==> src/rtl/mem_port_arbiter_pkg.sv <==
// Shared definitions for the l2cache port arbiter: state encoding, requester IDs
// and the starvation-counter helper, kept here so later multi-port arbiters can reuse them.
package mem_port_arbiter_pkg;

    typedef enum logic [1:0] {
        StIdle  = 2'd0,
        StBusyI = 2'd1,
        StBusyD = 2'd2,
        StResp  = 2'd3
    } arb_state_e;

    localparam logic REQ_I = 1'b0;
    localparam logic REQ_D = 1'b1;

    localparam int unsigned StarveCntW = 4;

    // Saturating increment used by the starvation counter.
    function automatic logic [StarveCntW-1:0] sat_inc(
        input logic [StarveCntW-1:0] cnt,
        input logic [StarveCntW-1:0] limit
    );
        logic [StarveCntW-1:0] res;
        res = cnt;
        if (cnt < limit) begin
            res = cnt + 1'b1;
        end
        return res;
    endfunction

endpackage

==> src/rtl/mem_port_arbiter_arb_prio_pick.sv <==
// Winner selection between I and D (D-first with a starvation override for I)
// together with the starvation counter that drives the override.
module arb_prio_pick
    import mem_port_arbiter_pkg::*;
#(
    parameter int unsigned STARVE_LIMIT = 4
) (
    input  logic                  clk_i,
    input  logic                  rst_i,
    input  logic                  pick_en_i,
    input  logic                  i_req_i,
    input  logic                  d_req_i,
    output logic                  grant_o,
    output logic                  winner_o,
    output logic [StarveCntW-1:0] starve_cnt_o
);

    localparam logic [StarveCntW-1:0] Limit = StarveCntW'(STARVE_LIMIT);

    logic [StarveCntW-1:0] starve_cnt_q, starve_cnt_d;
    logic                  starved;

    always_comb begin
        starved  = (starve_cnt_q == Limit);
        grant_o  = pick_en_i && (i_req_i || d_req_i);
        winner_o = REQ_I;
        if (d_req_i && !(i_req_i && starved)) begin
            winner_o = REQ_D;
        end
    end

    // Only D grants made while I is waiting count towards starvation.
    always_comb begin
        starve_cnt_d = starve_cnt_q;
        if (grant_o) begin
            if (winner_o == REQ_I) begin
                starve_cnt_d = '0;
            end else if (i_req_i) begin
                starve_cnt_d = sat_inc(starve_cnt_q, Limit);
            end
        end
    end

    always_ff @(posedge clk_i) begin
        if (rst_i) begin
            starve_cnt_q <= '0;
        end else begin
            starve_cnt_q <= starve_cnt_d;
        end
    end

    assign starve_cnt_o = starve_cnt_q;

endmodule

==> src/rtl/mem_port_arbiter.sv <==
// Serialises the instruction-fetch and load/store paths onto the single l2cache port,
// one outstanding access at a time, with a one-cycle ready pulse back to the winner.
module mem_port_arbiter
    import mem_port_arbiter_pkg::*;
#(
    parameter int unsigned AW           = 32,
    parameter int unsigned DW           = 32,
    parameter int unsigned STARVE_LIMIT = 4
) (
    input  logic          CLOCK,
    input  logic          RESET,
    input  logic          i_req,
    input  logic [AW-1:0] i_addr,
    output logic [DW-1:0] i_rdata,
    output logic          i_ready,
    input  logic          d_req,
    input  logic          d_we,
    input  logic [AW-1:0] d_addr,
    input  logic [DW-1:0] d_wdata,
    output logic [DW-1:0] d_rdata,
    output logic          d_ready,
    output logic          l2_req,
    output logic          l2_we,
    output logic [AW-1:0] l2_addr,
    output logic [DW-1:0] l2_wdata,
    input  logic [DW-1:0] l2_rdata,
    input  logic          l2_ready
);

    arb_state_e            state_q, state_d;
    logic                  owner_q, owner_d;
    logic [AW-1:0]         addr_q, addr_d;
    logic                  we_q, we_d;
    logic [DW-1:0]         wdata_q, wdata_d;
    logic [DW-1:0]         i_rdata_q, i_rdata_d;
    logic [DW-1:0]         d_rdata_q, d_rdata_d;

    logic                  pick_en;
    logic                  grant;
    logic                  winner;
    logic [StarveCntW-1:0] starve_cnt;

    assign pick_en = (state_q == StIdle);

    arb_prio_pick #(
        .STARVE_LIMIT (STARVE_LIMIT)
    ) u_pick (
        .clk_i        (CLOCK),
        .rst_i        (RESET),
        .pick_en_i    (pick_en),
        .i_req_i      (i_req),
        .d_req_i      (d_req),
        .grant_o      (grant),
        .winner_o     (winner),
        .starve_cnt_o (starve_cnt)
    );

    always_comb begin
        state_d   = state_q;
        owner_d   = owner_q;
        addr_d    = addr_q;
        we_d      = we_q;
        wdata_d   = wdata_q;
        i_rdata_d = i_rdata_q;
        d_rdata_d = d_rdata_q;
        unique case (state_q)
            StIdle: begin
                if (grant) begin
                    owner_d = winner;
                    if (winner == REQ_D) begin
                        state_d = StBusyD;
                        addr_d  = d_addr;
                        we_d    = d_we;
                        wdata_d = d_wdata;
                    end else begin
                        state_d = StBusyI;
                        addr_d  = i_addr;
                        we_d    = 1'b0;
                        wdata_d = '0;
                    end
                end
            end
            StBusyI: begin
                if (l2_ready) begin
                    state_d   = StResp;
                    i_rdata_d = l2_rdata;
                end
            end
            StBusyD: begin
                if (l2_ready) begin
                    state_d   = StResp;
                    d_rdata_d = l2_rdata;
                end
            end
            // Requests are deliberately ignored here so a requester that drops req
            // only after seeing ready is not served twice.
            StResp: begin
                state_d = StIdle;
            end
            default: begin
                state_d = StIdle;
            end
        endcase
    end

    always_ff @(posedge CLOCK) begin
        if (RESET) begin
            state_q   <= StIdle;
            owner_q   <= REQ_I;
            addr_q    <= '0;
            we_q      <= 1'b0;
            wdata_q   <= '0;
            i_rdata_q <= '0;
            d_rdata_q <= '0;
        end else begin
            state_q   <= state_d;
            owner_q   <= owner_d;
            addr_q    <= addr_d;
            we_q      <= we_d;
            wdata_q   <= wdata_d;
            i_rdata_q <= i_rdata_d;
            d_rdata_q <= d_rdata_d;
        end
    end

    assign l2_req   = (state_q == StBusyI) || (state_q == StBusyD);
    assign l2_we    = we_q;
    assign l2_addr  = addr_q;
    assign l2_wdata = wdata_q;
    assign i_rdata  = i_rdata_q;
    assign d_rdata  = d_rdata_q;
    assign i_ready  = (state_q == StResp) && (owner_q == REQ_I);
    assign d_ready  = (state_q == StResp) && (owner_q == REQ_D);

endmodule

==> config.mk <==
export PLATFORM = sky130hd
export DESIGN_NAME = mem_port_arbiter
export DESIGN_NICKNAME = d
export VERILOG_FILES = /design/src/rtl/mem_port_arbiter_pkg.sv /design/src/rtl/mem_port_arbiter_arb_prio_pick.sv /design/src/rtl/mem_port_arbiter.sv
export SDC_FILE = /design/constraint.sdc
export NUM_CORES = 1
export LEC_CHECK = 0
export ABC_AREA = 1
export BUFFER_PORTS_ARGS = -buffer_cell sky130_fd_sc_hd__buf_2
export CELL_PAD_IN_SITES_DETAIL_PLACEMENT = 2
export CELL_PAD_IN_SITES_GLOBAL_PLACEMENT = 2
export CORE_ASPECT_RATIO = 0.8
export CORE_MARGIN = 1.5
export CORE_UTILIZATION = 25
export CTS_CLUSTER_DIAMETER = 50
export DETAILED_ROUTE_END_ITERATION = 16
export GPL_TIMING_DRIVEN = 0
export PLACE_DENSITY_LB_ADDON = 0.08
export SYNTH_ARGS = -nofsm -noshare
export SYNTH_HDL_FRONTEND = slang
export SYNTH_HIERARCHICAL = 1
export SYNTH_SLANG_ARGS = --single-unit
==> constraint.sdc <==
create_clock -name CLOCK -period 3.05 [get_ports CLOCK]
set_clock_uncertainty 0.05 [all_clocks]
set_input_delay 0.4575 -clock CLOCK [delete_from_list [all_inputs] [get_ports CLOCK]]
set_output_delay 0.4575 -clock CLOCK [all_outputs]
set_load 0.1 [all_outputs]
==> Word level (Yosys, flattened, before mapping) <==
Cells that the tools add are included.
Widths: inputs -> output; s select.
{ "totals": {"reg_bits": 136, "latchBits": 0, "ramBits": 0, "mem_bits_ro": 0, "inputBits": 134, "output_inout_bits": 132, "word_cells": 45, "mem_count": 0} }
{ "classes": {"add_sub_neg": 1, "n_mul": 0, "div": 0, "order_cmp": 1, "eq_ne": 8, "shifts": 0, "n_mux": 11, "bitwise": 1, "reduce_logical": 15} }
{ "ops": {"columns": ["cell", "count"], "rows": [
  ["$mux 32", 2],
  ["$mux 4", 3],
  ["$reduce_and 2->1", 4],
  ["$mux 2", 3],
  ["$pmux 2 s3", 1],
  ["$logic_and 1x1->1", 5],
  ["$add 4x1->4 const B", 1],
  ["$eq 2x2->1 const B", 2],
  ["$eq 4x3->1 const B", 1],
  ["$lt 4x3->1 const B", 1],
  ["$ne 2x1->1 const B", 2],
  ["$ne 2x2->1 const B", 2],
  ["$reduce_and 3->1", 1],
  ["$eq 2x1->1 const B", 1],
  ["$logic_not 2->1", 1],
  ["$logic_or 1x1->1", 2],
  ["$mux 1", 2],
  ["$reduce_or 2->1", 1],
  ["$logic_not 1->1", 1],
  ["$not 1->1", 1]
]} }

==> Depth between registers and ports, before layout <==
Gate-level depths: netlist (run 1).
{ "logic_depth": {"word_depth": 8, "ltp_mapped": 12, "mapped_depth_nobuf": 10} }

==> Hierarchy <==
Netlist (run 1), hierarchy kept.
{ "modules_own_cells": {"columns": ["mod", "instances", "cells_each", "area_each_um2", "seq_area_each_um2"], "rows": [
  ["mem_port_arbiter", 1, 733, 5222.5, 2642.5],
  ["arb_prio_pick", 1, 41, 282.8, 80.1]
]} }

==> Least setup slack after synthesis (run 1) <==
OpenSTA, ideal clock, no wires.
{ "synth_timing": {"path_kind": "register to output", "startpoint": "register state_q[0]", "endpoint": "output port i_ready", "arrival_ps": 1789, "required_time_ps": 2542, "setup_slack_ps": 753, "stages_incl_launch_ff": 4, "path_cell_list": "dfxtp_1 -> ha_1 -> inv_1 -> nor2_1"} }
{ "synth_between": {"elab_chain_cells": 2} }
{ "synth_lines": {"columns": ["element", "line_no", "text"], "rows": [
  ["start: declaration", "mem_port_arbiter.sv:30", "arb_state_e state_q, state_d;"],
  ["start signal: assignment", "mem_port_arbiter.sv:108", "state_q <= StIdle;"],
  ["start signal: assignment", "mem_port_arbiter.sv:116", "state_q <= state_d;"],
  ["$eq 2x2->1", "mem_port_arbiter.sv:132", "assign i_ready = (state_q == StResp) && (owner_q == REQ_I);"],
  ["$logic_and 1x1->1", "mem_port_arbiter.sv:132", null],
  ["end: declaration", "mem_port_arbiter.sv:15", "output logic i_ready,"]
]} }
Every way passes these cells.

==> Worst setup path in the final report (run 1) <==
{ "layout_timing": {"startpoint": "register state_q[1]", "endpoint": "output port l2_req"} }
{ "layout_between": {"elab_chain_cells": 2} }
{ "layout_lines": {"columns": ["element", "line_no", "text"], "rows": [
  ["$eq 2x1->1 or $eq 2x2->1 (tied branches)", "mem_port_arbiter.sv:126", "assign l2_req = (state_q == StBusyI) || (state_q == StBusyD);"],
  ["$logic_or 1x1->1 (*)", "mem_port_arbiter.sv:126", null],
  ["end: declaration", "mem_port_arbiter.sv:22", "output logic l2_req,"]
]} }
Mark *: on every way between the ends. The rest lies on a longest branch, timed or not.

==> impl_results.md, run 1 <==
* CORE AREA at 0.0216 mm2
* Ant. Diodes at 0
* CP cell instances: inv_1 > ha_1 > buf_2
* Final Hold Fails at 0
* Library cells used by synthesis at 25
* Slew headroom at 65.0%
* Worst reg2reg endpoint: l2_addr[31]$_SDFFE_PP0P_
* Clock slew at reported path FFs at 0.07 ns
* Largest net degree at the start of global routing at 17
* Post-synthesis async set-or-reset flop share at 0%
* Sw power at 6.06 mW
* Worst r2r src: u_pick/starve_cnt_o[0]$_SDFFE_PP0P_
* Top post-synthesis cells by area: dfxtp_1 49%, nor2_1 14%, nand2_1 12%
* Vias/cell at 4.35
* Primary FF master, synth: dfxtp_1
* DP Worst Slack at 1.03 ns
* Hold EP: l2_wdata[9]$_SDFFE_PP0P_
* GP Congestion at 0.746
* Reg power frac at 24.3%
* Die ar. at 0.0229 mm2
* Root buffer cell: clkbuf_16
* CP endpoint kind: primary output
* Slew Viols, Final at 0
* Post-DP HPWL at 15700 um
* Share of cells above drive strength 1 at 31.8%
* Synth area leader: dfxtp_1
* Vias in the first global route at 6236
* Min-delay worst type: in2reg
* EDFF count, synth at 0
* Post-CTS Resized at 0
* Clock share of power at 19.5%
* CP Max Fanout at 4
* Slew at the pin with the worst max-slew slack at 0.529 ns
* Global route hottest layer: met2
* CTS tree: done
* First-pass GRT wire length at 32000 um
* HP Start: d_wdata[9]
* Max-Cap Viols at 0
* Final setup vio count at 0
* Final period utilization at 71.0%
* Mapped Cells at 774
* Vias at 5852
* P_int at 4.41 mW
* Wirelength, routed at 20200 um
* Design area at 0.00775 mm2
* CP Data Required Time at 2.54 ns
* Count of state elements after synthesis at 136
* Die W at 169 um
* Cell depth of the worst hold path at 3
* Sw frac at 57.9%
* Drt pass-1 iters at 4
* Post-CTS Setup Inserts at 0
* DRC at 0
* Minimum clock period at 2.16 ns
* Clock Path Buffers at 2
* Comb power frac at 56.2%
* Post-Syn Area at 0.00551 mm2
* Nets at 1199
* DR WL/cell at 15.0 um
* Area Overhead vs Synth at 40.8%
* Most numerous cell in the Yosys netlist: nor2_1
* Initial antenna violation count at 0
* Met3 usage at 6.43%
* H-tree levels at 4
* Final core occ at 36.0%
* DR iter-0 viols at 156
* Crit-path max cell delay at 0.45 ns
* CTS sink count at 136
* Row Count at 48
* Hold buffers post-CTS at 0
* GRT Total Usage at 17.9%
* Post-synth top cells: 201 x nor2_1, 181 x nand2_1, 136 x dfxtp_1
* Port bufs at 265
* IO Count at 266
* Pwr per Cell Area at 1350 mW/mm2
* R2R depth at 11
* CTS Buf Count at 17
* Seq/Total Area, Yosys at 49.5%
* Yosys top cell area share at 49.5%
* Setup repair after global routing missed its margin: no
* Post-placement cell area at 0.00718 mm2
* Leakage at 4.01 nW
* VDD IR-drop max at 0.451 mV
* Fmax at 462 MHz
* Met1 Use GR at 22.6%
* Crit path kind: reg2out
* Initial core utilization at 25.5%
* Post-synthesis net count at 915
* Syn Area/Cell at 7.11 um2
* Synth warn at 6
* Setup_tns at 0 ns
* Worst Setup Start Kind: flop
* Final worst slack at 0.886 ns
* Slowest stage cell on the critical path: buf_2
* Die Ht at 136 um
* Worst-skew pair later-pin latency at 0.42 ns
* Run status: finished clean
* FF-to-FF setup slack at 1.07 ns
* Congestion Overflow GR at 0
* Met2 GRT Util at 29.0%
* Critical path arrival at 1.66 ns
* Post-route ant nets at 0
logic make-up (layout without fill, tap and decap cells):
group	after synthesis	count (layout)	share of synthesized area, %
AO/OA/AOI/OAI	102	102	9.39
AND/OR/NAND/NOR	430	430	31.2
adder cells (fa/ha/maj)	7	7	1.59
flip-flops	136	136	49.5
buffers and inverters	99	396	8.41
registers in the layout (all words and copies together), names as in the netlist:
register             flops
d_rdata                 32
i_rdata                 32
l2_addr                 32
l2_wdata                32
l2_we                    1
owner_q                  1
state_q                  2
u_pick/starve_cnt_o      4
worst max path at each step:
stage | end | startpoint | slack, ns
floorplan | i_ready | state_q[0]$_SDFFE_PP0P_ | 0.75
global placement | l2_addr[27]$_SDFFE_PP0P_ | u_pick/starve_cnt_o[0]$_SDFFE_PP0P_ | 1.05
detailed placement | l2_addr[27]$_SDFFE_PP0P_ | u_pick/starve_cnt_o[0]$_SDFFE_PP0P_ | 1.03
CTS | l2_req | state_q[1]$_SDFFE_PP0P_ | 0.84
global route | l2_addr[31]$_SDFFE_PP0P_ | u_pick/starve_cnt_o[0]$_SDFFE_PP0P_ | 0.76
finish | l2_req | state_q[1]$_SDFFE_PP0P_ | 0.89
power groups by stage:
stage / logic (mW) / registers [mW] / clock network, mW
5_1_grt: 6.24 / 2.61 / 2.19
6_report: 5.89 / 2.54 / 2.04
2_1_floorplan: 1.36 / 6.07 / 0
3_3_place_gp: 5.88 / 2.56 / 0
3_5_place_dp: 5.94 / 2.58 / 0
4_1_cts: 5.96 / 2.55 / 2.10
area by class of cell:
class / instances / area [um2]
fillers: 2691 / 13800
flip-flops and latches: 136 / 2720
multi-input cells: 539 / 2320
repair buffers: 265 / 1330
clock buffers: 19 / 443
well taps: 275 / 344
plain buffers: 45 / 255
inverters: 54 / 208
clock inverters: 13 / 134
per-stage QoR:
step | hold WS [ns] | cells | total power [mW]
2_1_floorplan | 0.409 | 774 | 7.43
3_3_place_gp | 0.402 | 1314 | 8.44
3_5_place_dp | 0.407 | 1314 | 8.52
4_1_cts | 0.208 | 1346 | 10.6
5_1_grt | 0.212 | 1346 | 11.0
6_report | 0.228 | 1346 | 10.5
critical path: cells and delay by family, from the launching register on:
kind / cells / cell delay, ns
flops: 1 / 0.36
fa+ha+maj: 1 / 0.32
buf+inv: 2 / 0.56
cell usage in the layout, fill, tap and decap left out, types with 6 or more instances in the layout:
cell type	n
buf_2	282
nor2_1	201
nand2_1	181
dfxtp_1	136
o21ai_0	61
inv_1	49
nand3_1	40
a21oi_1	34
clkbuf_16	17
clkbuf_1	15
ha_1	7
buf_6	6
metal layers:
metal	routed length, um	part of all wire, %	vias up
li1	-	-	2961
met1	9430	47	2719
met2	9070	45	158
met3	1530	7.6	14
met4	199	0.98	0
met5	0	0	-
Note: power is estimated with default switching activity, not from simulation.
==> run 2, diff against run 1 <==
--- a/config.mk
+++ b/config.mk
@@ -11,7 +11,7 @@
 export CELL_PAD_IN_SITES_GLOBAL_PLACEMENT = 2
 export CORE_ASPECT_RATIO = 0.8
 export CORE_MARGIN = 1.5
-export CORE_UTILIZATION = 25
+export CORE_UTILIZATION = 24
 export CTS_CLUSTER_DIAMETER = 50
 export DETAILED_ROUTE_END_ITERATION = 16
 export GPL_TIMING_DRIVEN = 0
==> constraint.sdc (replaced) <==
create_clock -name CLOCK -period 2.1 [get_ports CLOCK]
set_clock_uncertainty 0.05 [all_clocks]
set_input_delay 0.315 -clock CLOCK [delete_from_list [all_inputs] [get_ports CLOCK]]
set_output_delay 0.315 -clock CLOCK [all_outputs]
set_load 0.1 [all_outputs]
==> run 2 against run 1 <==
Worst setup slack lost 0.69 ns. Register-to-register slack lost 0.86 ns. Power grew 48%. Final area grew 1.4%. Global-route usage grew 0.23 points.
==> impl_results.md, run 2 (synthesized netlist as in run 1, its figures left out) <==
* Run status: finished clean
* Crit path kind: reg2out
* HP Start: d_wdata[13]
* Drt pass-1 iters at 4
* Hold EP: l2_wdata[13]$_SDFFE_PP0P_
* Final worst slack at 0.195 ns
* CTS sink count at 136
* VDD IR-drop max at 0.646 mV
* Nets at 1200
* Fillcell total at 2810
* GRT Total Usage at 18.2%
* Port bufs at 265
* Vias in the first global route at 6227
* Final period utilization at 90.7%
* Congestion Overflow GR at 0
* Area Overhead vs Synth at 42.8%
* Die Ht at 138 um
* CTS tree: done
* Post-DP HPWL at 16500 um
* Worst reg2reg endpoint: l2_addr[27]$_SDFFE_PP0P_
* FF-to-FF setup slack at 0.21 ns
* Min-delay worst type: in2reg
* Final setup vio count at 0
* CP Max Fanout at 4
* Slew Viols, Final at 0
* Share of cells above drive strength 1 at 32.2%
* Clock slew at reported path FFs at 0.06 ns
* Initial antenna violation count at 4
* Pwr per Cell Area at 1980 mW/mm2
* Leading cell type in the layout, fill and taps excluded: buf_2
* R2R depth at 12
* DR iter-0 viols at 212
* Leakage at 4.04 nW
* DR WL/cell at 15.4 um
* Setup_tns at 0 ns
* CP endpoint kind: primary output
* First-pass GRT wire length at 33500 um
* Worst-skew pair later-pin latency at 0.42 ns
* Worst Setup Start Kind: flop
* Minimum clock period at 1.91 ns
* Vias at 5895
* Row Count at 49
* DRC at 0
* Wirelength, routed at 21300 um
* Largest net degree at the start of global routing at 17
* DP Worst Slack at 0.0675 ns
* IO Count at 266
* H-tree levels at 4
* Max-Cap Viols at 0
* Clock Path Buffers at 2
* Die W at 172 um
* CORE AREA at 0.0225 mm2
* Worst r2r src: u_pick/starve_cnt_o[0]$_SDFFE_PP0P_
* CP Data Required Time at 1.74 ns
* Hold buffers post-CTS at 0
* Slew headroom at 60.5%
* CTS Buf Count at 17
* Final core occ at 34.9%
* Slew at the pin with the worst max-slew slack at 0.592 ns
* Cell depth of the worst hold path at 3
* Final Hold Fails at 0
* Vias/cell at 4.28
* Worst setup startpoint: state_q[0]$_SDFFE_PP0P_
* Commonest non-fill, non-tap cells in the layout: 281 x buf_2, 200 x nor2_1, 181 x nand2_1
* Post-route ant nets at 0
* Die ar. at 0.0239 mm2
* GP Congestion at 0.724
* Initial core utilization at 24.5%
* Fmax at 525 MHz
* Critical path arrival at 1.54 ns
* Root buffer cell: clkbuf_16
==> run 2: cell count changes in the layout (fill, tap and decap cells not counted), sizes merged <==
cell,change
diode,+1
bufinv,+3
inv,-2
clkinv,-1
==> run 2: per-stage QoR <==
step	power, mW	instance area, um2	hold WS, ns	instances
6_report	15.5	7860	0.0893	1378
5_1_grt	16.4	7860	0.0805	1377
4_1_cts	15.7	7840	0.0728	1376
3_5_place_dp	12.4	7220	0.406	1345
3_3_place_gp	12.3	7220	0.400	1345
2_1_floorplan	10.8	5510	0.336	774
==> run 2: how the worst max path moves through the flow <==
| stage | depth (start not counted) | slack (ns) | to |
|---|---|---|---|
| floorplan | 7 | 0.27 | state_q[0]$_SDFFE_PP0P_ |
| global placement | 11 | 0.10 | l2_addr[15]$_SDFFE_PP0P_ |
| detailed placement | 11 | 0.07 | l2_addr[15]$_SDFFE_PP0P_ |
| CTS | 11 | 0.02 | l2_addr[15]$_SDFFE_PP0P_ |
| global route | 11 | -0.02 | l2_wdata[11]$_SDFFE_PP0P_ |
| finish | 3 | 0.19 | l2_req |
==> run 2: layer usage <==
layer  up-vias  part of all wire (%)  GRT usage (%)
met2       163                    44           28.8
met4         6                   1.4           4.53
met1      2738                    46           23.1
met3        24                   8.2           6.90
met5         -                  0.19              0
li1       2964                     -              -
==> run 2: cell type report <==
class                   count  area (um2)  share of cell area [%]
inverters                  54         208                    2.64
multi-input cells         539        2330                    29.6
repair buffers            266        1340                    17.0
clock inverters            13         193                    2.45
well taps                 306         383                    4.87
plain buffers              45         259                    3.29
clock buffers              18         429                    5.46
flip-flops and latches    136        2720                    34.6
diodes                      1        2.50                  0.0318
==> run 2: worst max-delay path: stages (launching register included) <==
cell,delay [ns]
dfxtp_1,0.35
inv_1,0.10
ha_1,0.33
clkbuf_4,0.34
==> run 2: where the power goes <==
group          internal [mW]  switching, mW
Sequential              3.32          0.369
Clock                   2.00           1.24
Combinational           1.40           7.19
==> run 2: what timing repair did <==
item,4_1_cts,5_1_grt
endpoints found under the setup margin,0,61
setup buffers,0,1
gates resized for setup,0,9
